File: src/rtl/fc_act_writeback.sv
// fc_act_writeback
// Downstream stage of the fully-connected engine. It consumes the output-node
// stream (psum_i / valid_i / last_i).
//   - Hidden layers: each node goes through ReLU and is written to the ifmap
//     buffer at consecutive addresses starting at WR_BASE.
//   - Final layer (nth_fully_i == LAST_LAYER at start_i): nothing is written.
//     A signed argmax is computed instead, and the winning index appears on
//     class_o.
//   - layer_done_o pulses for one cycle when the layer completes.
//
// Ports
//   clk, rst_n        clock, asynchronous active-low reset
//   start_i           one-cycle pulse that arms/restarts a layer
//   nth_fully_i       layer index, sampled at start_i
//   psum_i            signed output-node value
//   valid_i, last_i   beat qualifier, final-node marker
//   ifmap_wren_o      ifmap write enable (registered)
//   ifmap_wrptr_o     ifmap write address (held while idle)
//   ifmap_wdata_o     ifmap write data (held while idle)
//   node_cnt_o        nodes accepted in the current or last layer
//   layer_done_o      one-cycle completion pulse
//   class_o           argmax index (final layer)
//   class_valid_o     class_o valid, held until next start_i
//   overflow_o        sticky: more than MAX_NODES beats seen
//
// state | meaning
// IDLE  | waiting for start_i; beats are ignored
// RUN   | accepting beats until valid_i && last_i
module fc_act_writeback #(
  parameter int DATA_W     = 8,
  parameter int ADDR_W     = 10,
  parameter int WR_BASE    = 0,
  parameter int MAX_NODES  = 84,
  parameter int LAST_LAYER = 2
) (
  input  logic              clk,
  input  logic              rst_n,
  input  logic              start_i,
  input  logic [1:0]        nth_fully_i,
  input  logic [DATA_W-1:0] psum_i,
  input  logic              valid_i,
  input  logic              last_i,
  output logic              ifmap_wren_o,
  output logic [ADDR_W-1:0] ifmap_wrptr_o,
  output logic [DATA_W-1:0] ifmap_wdata_o,
  output logic [6:0]        node_cnt_o,
  output logic              layer_done_o,
  output logic [6:0]        class_o,
  output logic              class_valid_o,
  output logic              overflow_o
);

  typedef enum logic {IDLE, RUN} state_t;

  localparam logic signed [DATA_W-1:0] MAX_INIT  = {1'b1, {(DATA_W-1){1'b0}}};
  localparam logic [6:0]               CNT_LIMIT = 7'(MAX_NODES);
  localparam logic [6:0]               CNT_SAT   = 7'd127;

  state_t                    state;
  logic                      mode_final;
  logic signed [DATA_W-1:0]  max_val;
  logic [6:0]                best_idx;

  logic at_limit;
  logic take;
  logic beat_gt;

  assign at_limit = (node_cnt_o == CNT_LIMIT);
  // A beat is taken only in RUN, when start_i is not pre-empting it and the
  // node budget is not exhausted.
  assign take     = (state == RUN) && valid_i && !start_i && !at_limit;
  assign beat_gt  = ($signed(psum_i) > max_val);

  always_ff @(posedge clk or negedge rst_n) begin
    if (!rst_n) begin
      state         <= IDLE;
      mode_final    <= 1'b0;
      max_val       <= MAX_INIT;
      best_idx      <= '0;
      ifmap_wren_o  <= 1'b0;
      ifmap_wrptr_o <= '0;
      ifmap_wdata_o <= '0;
      node_cnt_o    <= '0;
      layer_done_o  <= 1'b0;
      class_o       <= '0;
      class_valid_o <= 1'b0;
      overflow_o    <= 1'b0;
    end else begin
      ifmap_wren_o <= 1'b0;
      layer_done_o <= 1'b0;

      if (start_i) begin
        // Restart wins over any beat in the same cycle. A write registered
        // on the previous edge is already on the port and is not affected.
        state         <= RUN;
        mode_final    <= (nth_fully_i == 2'(LAST_LAYER));
        node_cnt_o    <= '0;
        class_valid_o <= 1'b0;
        overflow_o    <= 1'b0;
        max_val       <= MAX_INIT;
        best_idx      <= '0;
        class_o       <= '0;
      end else if (state == RUN && valid_i) begin
        if (at_limit) begin
          overflow_o <= 1'b1;
        end else begin
          if (node_cnt_o != CNT_SAT)
            node_cnt_o <= node_cnt_o + 7'd1;
          if (!mode_final) begin
            ifmap_wren_o  <= 1'b1;
            ifmap_wrptr_o <= ADDR_W'(WR_BASE) + ADDR_W'(node_cnt_o);
            ifmap_wdata_o <= psum_i[DATA_W-1] ? '0 : psum_i;
          end else if (beat_gt) begin
            max_val  <= psum_i;
            best_idx <= node_cnt_o;
          end
        end

        if (last_i) begin
          state        <= IDLE;
          layer_done_o <= 1'b1;
          if (mode_final) begin
            class_valid_o <= 1'b1;
            // The last beat can itself be the new maximum. In that case its
            // index is forwarded here, because best_idx only updates on this
            // same edge.
            class_o       <= (take && beat_gt) ? node_cnt_o : best_idx;
          end
        end
      end
    end
  end

endmodule

File: config.mk
export PLATFORM = sky130hd
export DESIGN_NAME = fc_act_writeback
export DESIGN_NICKNAME = d
export VERILOG_FILES = /design/src/rtl/fc_act_writeback.sv
export SDC_FILE = /design/constraint.sdc
export NUM_CORES = 1
export LEC_CHECK = 0
export ABC_CLOCK_PERIOD_IN_PS = 2900
export BUFFER_PORTS_ARGS = -buffer_cell sky130_fd_sc_hd__buf_2
export CAP_MARGIN = 10
export CORE_UTILIZATION = 43
export CTS_BUF_LIST = sky130_fd_sc_hd__clkbuf_4 sky130_fd_sc_hd__clkbuf_8 sky130_fd_sc_hd__clkbuf_16
export DETAILED_ROUTE_END_ITERATION = 16
export PLACE_DENSITY = 0.72
export RECOVER_POWER = 100
export SLEW_MARGIN = 5
export SYNTH_ARGS = -nofsm -noshare
export SYNTH_HDL_FRONTEND = slang
export SYNTH_SLANG_ARGS = --single-unit
File: constraint.sdc
create_clock -name clk -period 2.9 [get_ports clk]
set_input_delay 0.145 -clock clk [delete_from_list [all_inputs] [get_ports clk]]
set_output_delay 0.145 -clock clk [all_outputs]
set_load 0.03 [all_outputs]
==> metrics.txt, run 1 <==
critical path buffer and inverter count=2; Reg2Reg Setup Slack=310 ps; Worst-Skew Late Latency=300 ps; fin crit period=2590 ps; port bufs=46; Ports=51; max_cap viols=1; 1st-pass router iterations=4; largest net degree at the start of global routing=51; core area=5540 sq um; final setup TNS=0 ps; Nets=336; CP Capture Type=flop; Max Clk Rate=386 MHz; Worst setup SP type=flop; worst hold path class=in -> reg; post-DP HPWL=3.67 mm; failing checks=max-capacitance violations, max-slew violations; clock root cell=clkbuf_8; vias=1964; final worst slack=309 ps; Crit Path Max Fanout=22; largest buffer count on any clock path=2; DR WL/cell=14.0 um; Post-synth ARST share=1.00; DR vias/cell=5.11; die height=78.2 um; GRT Util Overall=0.194; main flop type after synthesis=dfrtp_1; mapped cell area=2500 sq um; fin area=2790 sq um; Reg2Reg Launch Point=max_val[7]; Area after DPL=2760 sq um; proportion of layout cells with a drive suffix above 1=0.103; Yosys warning total=0; Clock Sinks=49; initial core utilization=0.451; WHS Endpoint=mode_final; Final Max Slew Viols=50; Final Hold Viols=0; Syn-to-layout area delta=11.8%; critical path, cell by cell=inv_1 -> ha_1 -> nand4_1 -> a211oi_1 -> nor3_1 -> mux2i_2 -> buf_4 -> nand2b_2 -> o21ai_0; sequential area share after synthesis=0.491; CP peak stage delay=540 ps; critical path arrival=2760 ps; maximum vdd ir drop=0.247 mV; Layout Skew=6.17 ps; Antenna Cells=0; Max H-tree Level=2; Setup CP Type=reg -> reg; Clk pin slew, worst setup/hold paths=90 ps; reg2reg path depth=9; start point of the critical path=max_val[7]; status=finished, violations left; global-route wire length before repair=9.39 mm; Pleak=1.27 nW; hold depth=2; routability cong.=0.840; Post-synth EDFFs=0; initial antenna violation count=0; final WL=5.40 mm; # hold bufs at CTS=0; Syn Inst Count=269; Avg Synthesized Cell Area=9.29 sq um; initial DRC count=140; CTS tree=yes; Worst Tran Pin Value=2610 ps; # DRC=0; CTS resizes=0; TritonCTS buffer count=5; post-route ant nets=0; register bit count reported by yosys=49; Critical Path Slowest Stage Cell=dfstp_2; Die ar.=6120 sq um; PwrDens=512 nW/um^2; postcts setup bufs=0; reg2reg end=max_val[1]; final setup violation count=0; Setup WS pre-CTS=468 ps; unrepaired setup endpoints after global routing=no; Tcrit/Tclk final=0.894; CP required=3070 ps; min-delay src=nth_fully_i[0]; Die W=78.2 um; vias in the first global route=1964; grt ovf=0; Rel. slew slack=-0.738; row cnt=27; crit-path leading delay family=simple AND/OR/NAND/NOR gates; distinct cell type count after synthesis=36
-- per-layer routing --
layer  global-route usage  up-vias  wire length, um
li1                     -      974                -
met2                0.327       48             2640
met3               0.0360        2              192
met4               0.0444        0               14
met1                0.260      940             2550
met5                    0        -                0
-- logic make-up after synthesis --
logic type / count (synthesis) / synth area share
compound gates: 54 / 0.145
xor+xnor: 5 / 0.0175
fa+ha+maj: 10 / 0.0501
buf+inv: 32 / 0.0621
flops: 49 / 0.491
mux: 2 / 0.00801
other cells: 1 / 0.00150
simple gates: 116 / 0.224
-- how the worst max path moves through the flow --
stage / slack [ps] / to / cells past startpoint
global placement: 550 / max_val[7] / 9
finish: 310 / max_val[1] / 9
global route: 150 / max_val[1] / 9
floorplan: 830 / class_o[0] / 9
CTS: 390 / max_val[7] / 9
detailed placement: 470 / max_val[7] / 9
-- placed cells by master, fill, tap and decap left out, types with 2 or more instances in the layout --
master,count
nand2b_1,18
nand4_1,4
dfrtp_1,48
nor2_1,37
a2111oi_2,4
buf_2,13
and3_1,2
nor3_1,10
nand3_1,2
a2111oi_0,3
a21oi_1,5
clkbuf_8,7
clkbuf_1,34
xnor2_1,2
o31ai_1,5
o21ai_0,33
inv_1,14
xor2_1,3
conb_1,4
nor2b_1,8
buf_4,3
ha_1,10
nand2_1,29
-- cell type report --
| type | instances | area [sq um] |
|---|---|---|
| sequential | 49 | 1230 |
| fill | 568 | 2750 |
| inverter | 14 | 52.6 |
| timing repair buffer | 50 | 215 |
| clock buffer | 7 | 96.3 |
| multi-input combinational | 191 | 1110 |
| tap | 72 | 90.1 |
| clock inverter | 1 | 5.00 |
-- cells in the mapped netlist, drive strengths merged, types with 7 or more instances --
master / instances / area [sq um]
dfrtp: 48 / 1200
nor2: 37 / 139
o21ai: 34 / 174
nand2: 29 / 109
nand2b: 19 / 126
inv: 14 / 52.6
clkbuf: 10 / 40.0
ha: 10 / 125
nor3: 10 / 50.1
buf: 8 / 62.6
nor2b: 8 / 50.1
a2111oi: 7 / 105
-- stage by stage --
stage	utilization	total power (W)	hold WS, ps	cells
after detailed placement	0.498	0.00101	341	376
after CTS	0.517	0.00145	20.4	384
after global placement	0.498	0.00101	345	376
after global routing	0.504	0.00149	24.2	384
final	0.504	0.00143	28.2	384
after floorplan	-	0.000933	-151	272
-- where the power goes --
group | switching, W | internal (W)
combinational | 0.000181 | 0.0000644
sequential | 0.0000227 | 0.000717
clock | 0.000229 | 0.000216
-- sequential cells by signal, summed over array words and instances, names as in the netlist --
register       flops
best_idx           7
class_o            7
class_valid_o      1
ifmap_wdata_o      7
ifmap_wren_o       1
ifmap_wrptr_o      7
layer_done_o       1
max_val            8
mode_final         1
node_cnt_o         7
overflow_o         1
state              1
No activity file was read; power rests on OpenSTA's default activity.
==> inputs of run 2 (changes only) <==
Settings changed: ABC_CLOCK_PERIOD_IN_PS 2900 to 3100, CTS_BUF_LIST sky130_fd_sc_hd__clkbuf_4 sky130_fd_sc_hd__clkbuf_8 sky130_fd_sc_hd__clkbuf_16 to default.
Clock period 2.9 ns to 3.1 ns, I/O delays scaled along.
==> run 2 against run 1 <==
Net effect:
- the run still ends with max-capacitance violations, max-slew violations left
- fmax grew 3.5%
- final cell count shrank 0.52%
- critical path type unchanged
- worst setup slack gained 290 ps
==> metrics.txt, run 2 (synthesis results as in run 1) <==
max FFs per register=8; most common cell after layout, fill and taps aside=dfrtp_1; Antenna Cells=0; hold depth=2; crit-path leading delay family=flip-flops; global-route wire length before repair=8.91 mm; Setup CP Type=reg -> reg; die height=78.2 um; Reg2Reg Launch Point=max_val[7]; failing checks=max-capacitance violations, max-slew violations; # DRC=0; Layout Skew=7.66 ps; Clk pin slew, worst setup/hold paths=90 ps; initial antenna violation count=0; Die ar.=6120 sq um; # hold bufs at CTS=0; clock root cell=clkbuf_8; Syn-to-layout area delta=10.7%; CP required=3270 ps; CP Capture Type=flop; largest buffer count on any clock path=2; Final Max Slew Viols=50; proportion of layout cells with a drive suffix above 1=0.0903; Worst Tran Pin Value=2570 ps; unrepaired setup endpoints after global routing=no; 1st-pass router iterations=4; Die W=78.2 um; reg2reg path depth=9; Rel. slew slack=-0.716; largest net degree at the start of global routing=51; Worst setup SP type=flop; fin cells=382; final setup TNS=0 ps; postcts setup bufs=0; critical path arrival=2670 ps; Final Hold Viols=0; post-route ant nets=0; final setup violation count=0; maximum vdd ir drop=0.233 mV; most used cell, CP=nor3_1; most frequent cells in the layout=48 x dfrtp_1, 37 x nor2_1, 33 x o21ai_0, 33 x clkbuf_1, 29 x nand2_1; status=finished, violations left; Crit Path Max Fanout=29; GRT Util Overall=0.184; Max Clk Rate=399 MHz; Area after DPL=2750 sq um; DR WL/cell=13.8 um; vias=1956; PwrDens=468 nW/um^2; critical path buffer and inverter count=2; Pleak=1.25 nW; TritonCTS buffer count=5; row cnt=27; initial core utilization=0.451; vias in the first global route=1889; min-delay src=nth_fully_i[0]; worst hold path class=in -> reg; Nets=334; Setup WS pre-CTS=625 ps; Critical Path Slowest Stage Cell=dfstp_1; Clock Sinks=49; CP peak stage delay=540 ps; Worst-Skew Late Latency=300 ps; core area=5540 sq um; dpl cells=374; Largest Register=max_val; CTS tree=yes; final WL=5.27 mm; critical path, cell by cell=inv_1 -> ha_1 -> nand4_1 -> a211oi_1 -> nor3_1 -> mux2i_2 -> buf_4 -> nor3_1 -> a2111oi_0; post-DP HPWL=3.58 mm; hold_ws=33.1 ps; Max H-tree Level=2; Ports=51; DR vias/cell=5.12; reg2reg end=class_o[6]; grt ovf=0; Tcrit/Tclk final=0.808; initial DRC count=117; # fillers=545; final worst slack=596 ps; WHS Endpoint=mode_final; routability cong.=0.825; max_cap viols=1; fin area=2770 sq um; CTS resizes=0; fin crit period=2500 ps; port bufs=46; Reg2Reg Setup Slack=600 ps
[run 2: cell count changes in the layout (fill, tap and decap cells not counted), moves of 2 or more]
cell,previous run,this run
a2111oi_2,4,2
clkinvlp_4,0,3
a2111oi_0,3,5
clkbuf_8,7,5
[run 2: layout make-up]
type / count / area (sq um) / share of cell area
flip-flops and latches: 49 / 1230 / 0.444
multi-input cells: 191 / 1100 / 0.398
repair buffers: 48 / 204 / 0.0738
well taps: 72 / 90.1 / 0.0326
clock buffers: 5 / 68.8 / 0.0249
inverters: 14 / 52.6 / 0.0190
clock inverters: 3 / 22.5 / 0.00814
[run 2: where the power goes]
part	internal, W	leakage (nW)	switching (W)
clock	0.000158	0.0364	0.000220
combinational	0.0000580	0.551	0.000165
sequential	0.000671	0.663	0.0000222
[run 2: worst register-to-register path, delay by kind of cell (launching register included)]
family          cells  cell delay [ps]
flops               1              540
compound gates      2              440
buf+inv             2              350
simple gates        3              510
fa+ha+maj           1              290
mux                 1              240
[run 2: worst max path at each step]
stage | start | to | slack [ps] | cells past startpoint
after floorplan | max_val[7] | class_o[0] | 1030 | 9
after global placement | max_val[7] | max_val[7] | 700 | 9
after detailed placement | max_val[7] | max_val[7] | 620 | 9
after CTS | max_val[7] | max_val[7] | 600 | 9
after global routing | max_val[7] | class_o[4] | 300 | 9
final | max_val[7] | class_o[6] | 600 | 9
[run 2: stage by stage]
stage               total power [W]   util
detailed placement         0.000944  0.496
CTS                         0.00132  0.512
finish                      0.00129  0.499
floorplan                  0.000873      -
global placement           0.000940  0.496
global route                0.00135  0.499
[run 2: per-layer routing]
| metal | track usage | up-vias | share of wire |
|---|---|---|---|
| met1 | 0.244 | 941 | 0.48 |
| met2 | 0.304 | 36 | 0.48 |
| li1 | - | 975 | - |
| met5 | 0 | - | 0 |
| met4 | 0.0537 | 0 | 0.0068 |
| met3 | 0.0384 | 4 | 0.032 |
==> inputs of run 3 (changes only) <==
Settings changed: ABC_AREA from default to 1, ABC_CLOCK_PERIOD_IN_PS 3100 to 2250, PLACE_DENSITY 0.72 to 0.74.
Clock period 3.1 ns to 2.25 ns, I/O delays scaled along.
==> run 3 against run 2 <==
Net effect:
- the run now ends clean
- clock-buffer cell count grew 2
- worst hold slack gained 14 ps
- combinational power grew 79%
- critical path depth is the same
- design area grew 2.1%
- clock power grew 34%
- clock skew shrank 3.2 ps
- sequential power grew 41%
- sequential share of layout area shrank 0.91 points
- worst setup slack lost 400 ps
- largest power group unchanged
==> metrics.txt, run 3 <==
status=finished, final reports clean; 1st-pass router iterations=4; Final Hold Viols=0; Clock Sinks=49; register bit count reported by yosys=49; reg2reg path depth=9; worst hold path class=in -> reg; Syn-to-layout area delta=10.3%; post-DP HPWL=3.83 mm; distinct cell type count after synthesis=34; largest buffer count on any clock path=2; dpl cells=399; main flop type after synthesis=dfrtp_1; Setup CP Type=reg -> reg; Avg Synthesized Cell Area=8.92 sq um; TritonCTS buffer count=5; min-delay src=psum_i[0]; clock root cell=clkbuf_8; Setup WS pre-CTS=208 ps; critical path, cell by cell=inv_1 -> ha_1 -> nand2_1 -> nor2_2 -> nand4_2 -> nand3_4 -> nand2_4 -> nand3_1 -> nand2_1; CTS tree=yes; top-count cell post-synth=nand2_1; Max H-tree Level=2; final setup TNS=0 ps; die height=79.2 um; dominant cell type by area after synthesis=dfrtp_1; CP peak stage delay=540 ps; post-route ant nets=0; vias=2014; # fillers=575; CP Capture Type=flop; Reg2Reg Setup Slack=200 ps; crit-path leading delay family=simple AND/OR/NAND/NOR gates; WHS Endpoint=max_val[0]; Die ar.=6270 sq um; PwrDens=666 nW/um^2; Yosys warning total=0; sequential area share after synthesis=0.479; Post-synth EDFFs=0; global-route wire length before repair=9.08 mm; fin crit period=2050 ps; initial DRC count=177; max FFs per register=8; mapped cell area=2560 sq um; maximum vdd ir drop=0.237 mV; DR WL/cell=13.0 um; Syn Inst Count=287; grt ovf=0; ranking of synthesized cells by area=dfrtp_1 47%, nand2_1 11%, nand3_1 6.5%, ha_1 4.9%, inv_1 4.4%; Post-synth top cells=78 x nand2_1, 48 x dfrtp_1, 33 x nand3_1, 30 x inv_1, 11 x o21ai_2; final setup violation count=0; Max Clk Rate=487 MHz; DR vias/cell=4.94; largest net degree at the start of global routing=50; Final Max Slew Viols=0; row cnt=27; fin cells=408; proportion of layout cells with a drive suffix above 1=0.137; most common cell after layout, fill and taps aside=nand2_1; port bufs=46; initial core utilization=0.456; Reg2Reg Launch Point=max_val[7]; Post-synth ARST share=1.00; Critical Path Slowest Stage Cell=dfstp_2; Antenna Cells=0; Largest Register=max_val; Clk pin slew, worst setup/hold paths=80 ps; Nets=361; post-synth top area share=0.469; critical path arrival=2240 ps; multi-input logic area=1070 sq um; final worst slack=197 ps; Pleak=1.42 nW; CP required=2440 ps; Ports=51; unrepaired setup endpoints after global routing=no; final WL=5.29 mm; routability cong.=0.848; Rel. slew slack=0.214; Worst setup SP type=flop; hold_ws=47.4 ps; register area=1230 sq um; most used cell, CP=nand2_1; Die W=79.2 um; # DRC=0; Layout Skew=4.50 ps; most frequent cells in the layout=84 x nand2_1, 48 x dfrtp_1, 34 x clkbuf_1; Power Total=0.00188 W; Crit Path Max Fanout=17; Worst Tran Pin Value=1180 ps; core area=5610 sq um; GRT Util Overall=0.189; max_cap viols=0; Worst-Skew Late Latency=290 ps; hold depth=3; critical path buffer and inverter count=1; Tcrit/Tclk final=0.912; vias in the first global route=1886; initial antenna violation count=0; reg2reg end=best_idx[2]
==> run 3: area by class of cell <==
cell class | instances | area share
Timing Repair Buffer | 51 | 0.0802
Clock buffer | 7 | 0.0306
Multi-Input combinational cell | 196 | 0.379
Sequential cell | 49 | 0.435
Tap cell | 72 | 0.0319
Inverter | 33 | 0.0439
==> run 3: worst max path at each step <==
stage                              from          endpoint  slack (ps)  depth (start not counted)
after CTS                    max_val[7]       best_idx[2]         190                         11
after detailed placement     max_val[7]       best_idx[2]         210                         11
final                        max_val[7]       best_idx[2]         200                          9
after global placement       max_val[7]       best_idx[2]         300                         12
after global routing         max_val[7]       best_idx[2]           7                          9
after floorplan           node_cnt_o[0]  ifmap_wrptr_o[1]         360                         10
==> run 3: metrics by stage <==
step,utilization,instance area [sq um]
final,0.503,2820
after global routing,0.503,2820
after CTS,0.523,2930
after detailed placement,0.504,2820
after global placement,0.504,2820
after floorplan,-,2570
==> run 3: worst register-to-register path, stage by stage (launching register included) <==
cell and delay (ps):
dfstp_2 540, inv_1 40, ha_1 300, nand2_1 90, nor2_2 140, nand4_2 270
nand3_4 310, nand2_4 120, nand3_1 90, nand2_1 60
==> run 3: kinds of logic after synthesis <==
| logic type | synth area share |
|---|---|
| buffers and inverters | 0.0885 |
| other | 0.00146 |
| and+or+nand+nor | 0.290 |
| adders and majority gates | 0.0489 |
| AOI/OAI and AO/OA | 0.0914 |
| DFF | 0.479 |
==> run 3: routing by layer <==
layer | part of all wire | vias to the layer above | GRT usage | routed length (um)
met5 | 0 | - | 0 | 0
met4 | 0.016 | 0 | 0.0655 | 85
met3 | 0.049 | 8 | 0.0368 | 257
met2 | 0.44 | 50 | 0.275 | 2350
met1 | 0.49 | 936 | 0.277 | 2600
li1 | - | 1020 | - | -
==> run 3: power by group <==
| part | switching (W) | internal (W) |
|---|---|---|
| Clock | 0.000262 | 0.000244 |
| Sequential | 0.0000341 | 0.000940 |
| Combinational | 0.000293 | 0.000106 |
| Total | 0.000588 | 0.00129 |
==> run 3: timing repair <==
item,in CTS,in global routing
buffers inserted,0,0
hold buffers,2,0
hold endpoints to repair,49,0
resized for setup,0,0
